==> config.mk <==
export PLATFORM = sky130hd
export DESIGN_NAME = reg_file_8x8_wb
export DESIGN_NICKNAME = d
export VERILOG_FILES = /design/src/rtl/reg_file_8x8_wb.sv
export SDC_FILE = /design/constraint.sdc
export NUM_CORES = 1
export LEC_CHECK = 0
export ABC_AREA = 1
export BUFFER_PORTS_ARGS = -buffer_cell sky130_fd_sc_hd__buf_2
export CORE_ASPECT_RATIO = 0.5
export CORE_MARGIN = 4
export CORE_UTILIZATION = 43
export CTS_BUF_LIST = sky130_fd_sc_hd__clkbuf_8
export CTS_CLUSTER_SIZE = 8
export DETAILED_ROUTE_END_ITERATION = 12
export PLACE_DENSITY = 0.58
export SKIP_LAST_GASP = 1
export SYNTH_ARGS = -nofsm -noshare
export SYNTH_HDL_FRONTEND = slang
export SYNTH_SLANG_ARGS = --single-unit
==> constraint.sdc <==
create_clock -name CLK -period 1.6 [get_ports CLK]
set_clock_uncertainty 0.05 [all_clocks]
set_input_delay 0.4 -clock CLK [delete_from_list [all_inputs] [get_ports CLK]]
set_output_delay 0.4 -clock CLK [all_outputs]
set_load 0.05 [all_outputs]
==> src/rtl/reg_file_8x8_wb.sv <==
// 8x8 register file with one write-back stage between the ALU mux and the array.
// Define REG_BYPASS_EN to forward the pending write-back value to the read ports.
module reg_file_8x8_wb #(
  parameter int DATA_W = 8,
  parameter int ADDR_W = 3
) (
  input  logic              CLK,
  input  logic              RESET,
  input  logic [DATA_W-1:0] IN,
  input  logic [ADDR_W-1:0] INADDRESS,
  input  logic              WRITE,
  input  logic              BUSYWAIT,
  input  logic [ADDR_W-1:0] OUT1ADDRESS,
  input  logic [ADDR_W-1:0] OUT2ADDRESS,
  output logic [DATA_W-1:0] OUT1,
  output logic [DATA_W-1:0] OUT2,
  output logic              WB_PENDING
);

  localparam int NREG = 1 << ADDR_W;

  logic [DATA_W-1:0] rf_q [NREG];
  logic              wb_valid_q, wb_valid_d;
  logic [ADDR_W-1:0] wb_addr_q, wb_addr_d;
  logic [DATA_W-1:0] wb_data_q, wb_data_d;
  logic              commit;

  always_comb begin
    wb_valid_d = wb_valid_q;
    wb_addr_d  = wb_addr_q;
    wb_data_d  = wb_data_q;
    commit     = 1'b0;
    if (!BUSYWAIT) begin
      wb_valid_d = WRITE;
      wb_addr_d  = INADDRESS;
      wb_data_d  = IN;
      commit     = wb_valid_q;
    end
  end

  always_ff @(posedge CLK) begin
    if (RESET) begin
      for (int i = 0; i < NREG; i++) rf_q[i] <= '0;
      wb_valid_q <= 1'b0;
      wb_addr_q  <= '0;
      wb_data_q  <= '0;
    end else begin
      if (commit) rf_q[wb_addr_q] <= wb_data_q;
      wb_valid_q <= wb_valid_d;
      wb_addr_q  <= wb_addr_d;
      wb_data_q  <= wb_data_d;
    end
  end

  always_comb begin
    OUT1 = rf_q[OUT1ADDRESS];
    OUT2 = rf_q[OUT2ADDRESS];
`ifdef REG_BYPASS_EN
    if (wb_valid_q && wb_addr_q == OUT1ADDRESS) OUT1 = wb_data_q;
    if (wb_valid_q && wb_addr_q == OUT2ADDRESS) OUT2 = wb_data_q;
`endif
  end

  assign WB_PENDING = wb_valid_q;

endmodule

==> results.md <==
* Status: complete, but fails checks
* Failing checks: setup timing
* Total Wirelength at 12200 um
* Fill cells at 873
* Gr ovfl total at 0
* Syn. warnings at 0
* #FFs+latches synth at 76
* VDD IR max at 0.348 mV
* Achievable Freq at 0.550 GHz
* Placed cell area at 0.00497 mm2
* Nets at 646
* Sink Count at 76
* Layout Cell Area excl Fill at 0.00558 mm2
* Sw Share at 30.7%
* Max Slew Vio Count at 0
* Drt first pass iters at 6
* ANT cells at 0
* Worst setup margin at -0.219 ns
* Share of layout cells above drive strength 1 at 33.2%
* Clock latency on the worst-skew pair at 0.35 ns
* Initial Utilization at 44.7%
* Most common cell after layout, fill and taps aside: nand2_1
* Cell count after synthesis at 570
* Critical Path RT at 1.15 ns
* PD cells at 864 mW/mm2
* CTS Root Cell: clkbuf_8
* Reg clk slew, reported paths at 0.09 ns
* Hold WS at 0.228 ns
* FP Rows at 25
* CTS tree: yes
* Minimum clock period at 1.82 ns
* Leakage at 0.00264 uW
* H-tree depth at 3
* Routed vias/inst at 4.88
* Dpl hpwl at 8910 um
* Total design power at 4820 uW
* Initial antenna violation count at 0
* First-pass GRT wire length at 19700 um
* Sequential element share of the synthesized area at 50.7%
* Int Pwr at 3340 uW
* Worst Path Max Fanout at 2
* Crit. End Element: output pin
* Longest Clk Path Bufs at 2
* DR vias at 3734
* Ports at 38
* Wire per inst at 16.0 um
* RSZ-0062 raised after global routing: yes
* Pre-CTS setup slack at -0.413 ns
* Finish-stage setup viols at 16
* Syn nets at 591
* Tcrit/Tclk final at 114%
* Rel. slew slack at 69.4%
* Comb pwr share at 22.4%
* CTS Buf Count at 9
* Crit Path Class: flop to output pin
* Chip Height at 78.4 um
* Unique masters post-synth at 16
* Switch Pwr at 1480 uW
* Commonest cells after routing, fill and taps aside: nand2_1 (155), nor2_1 (69), edfxtp_1 (64), nand3_1 (55), nand2_2 (46)
* Area Growth Syn to Fin at 30.8%
* Reg power frac at 46.7%
* GPL Wtd Cong at 0.903
* Initial DRC Count at 403
* Vias in the first global route at 3616
* Maxcap violations at 0
* Mean post-synth cell area at 7.48 um2
* Final Hold Fails at 0
* Drc violations at 0
* Die area at 0.0117 mm2
* Number of antenna-violating nets in the routed design at 0
* Min-Delay Path Class: input pin to flop
* Worst path arrival time at 1.37 ns
* Overall Global Routing Usage at 22.2%
* Largest net degree at the start of global routing at 33
* Die width at 149 um
* Port bufs at 37
* Slew at the pin closest to its max-slew limit at 0.456 ns
* Core Area at 0.00954 mm2
* Clock share of power at 30.9%
* CP Launch Type: flop
* Synthesized area at 0.00426 mm2
## sequential cells by signal, summed over array words and instances (netlist names)
name and count:
wb_data_q 8, rf_q 64, WB_PENDING 1, wb_addr_q 3
## final timing paths
path	start	endpoint	slack [ns]	cells after the start
hold reg to reg	wb_addr_q[2]$_SDFFE_PP0N_	wb_addr_q[2]$_SDFFE_PP0N_	0.46	2
hold / removal	WRITE	WB_PENDING$_SDFFE_PP0N_	0.23	3
setup / recovery	rf_q[4][4]$_SDFFCE_PN0P_	OUT1[4]	-0.22	7
setup reg to reg	wb_addr_q[2]$_SDFFE_PP0N_	rf_q[5][0]$_SDFFCE_PN0P_	0.21	5
## through the flow
step / cells / TNS, ns / utilization (%)
3_3_place_gp: 747 / -6.09 / 52.1
2_1_floorplan: 570 / 0 / -
4_1_cts: 764 / -3.11 / 56.7
3_5_place_dp: 747 / -6.19 / 52.1
6_report: 765 / -2.98 / 58.4
5_1_grt: 765 / -4.23 / 58.4
## final cells by class
type	count	area, um2	share of cell area (%)
sequential	76	2160	38.8
multi-input combinational	384	1920	34.4
timing repair buffer	70	802	14.4
inverter	84	325	5.83
tap	135	169	3.03
clock buffer	9	124	2.22
clock inverter	7	72.6	1.30
## cell usage after synthesis
master,instances,area (um2)
clkbuf_1,4,15.0
buf_2,14,70.1
nor2_1,69,259
nand3_4,1,17.5
nor2_4,2,22.5
nand3_1,64,320
edfxtp_1,64,1920
nand2_4,8,90.1
buf_4,8,60.1
clkinv_1,9,33.8
o21ai_0,12,60.1
inv_2,5,18.8
nand2_1,217,815
inv_1,70,263
dfxtp_1,12,240
a21oi_1,11,55.1
## cells by family (layout without fill, tap and decap cells)
logic type / count (synthesis) / after routing / share of synthesized area, %
AOI/OAI and AO/OA: 23 / 23 / 2.70
buffers and inverters: 110 / 170 / 10.8
DFF: 76 / 76 / 50.7
and+or+nand+nor: 361 / 361 / 35.8
## what timing repair did
action | CTS | global route
hold buffers | 0 | 0
endpoints found under the setup margin | 16 | 16
cloned | 1 | 1
buffers inserted | 0 | 0
resized for setup | 93 | 54
pin swaps | 1 | 17
## worst max-delay path, cell delays in order (launching register included)
cell,delay (ns)
edfxtp_1,0.38
inv_2,0.12
nand2_1,0.07
nand3_1,0.10
nand2_2,0.08
nand2_2,0.07
nand2_4,0.05
buf_8,0.14
## power by group through the flow
stage	clock [uW]	combinational, uW	sequential, uW
floorplan	0	606	2290
global placement	0	897	2280
detailed placement	0	899	2290
CTS	1510	1020	2250
global route	1600	1160	2260
finish	1490	1080	2250
## routing by layer
metal	up-vias	wire length, um	global-route usage [%]
met5	-	0	0
met4	0	127	4.93
met3	12	1220	5.48
met2	167	4990	32.4
met1	1683	5880	33.3
li1	1872	-	-
(Power assumes the default switching activity.)
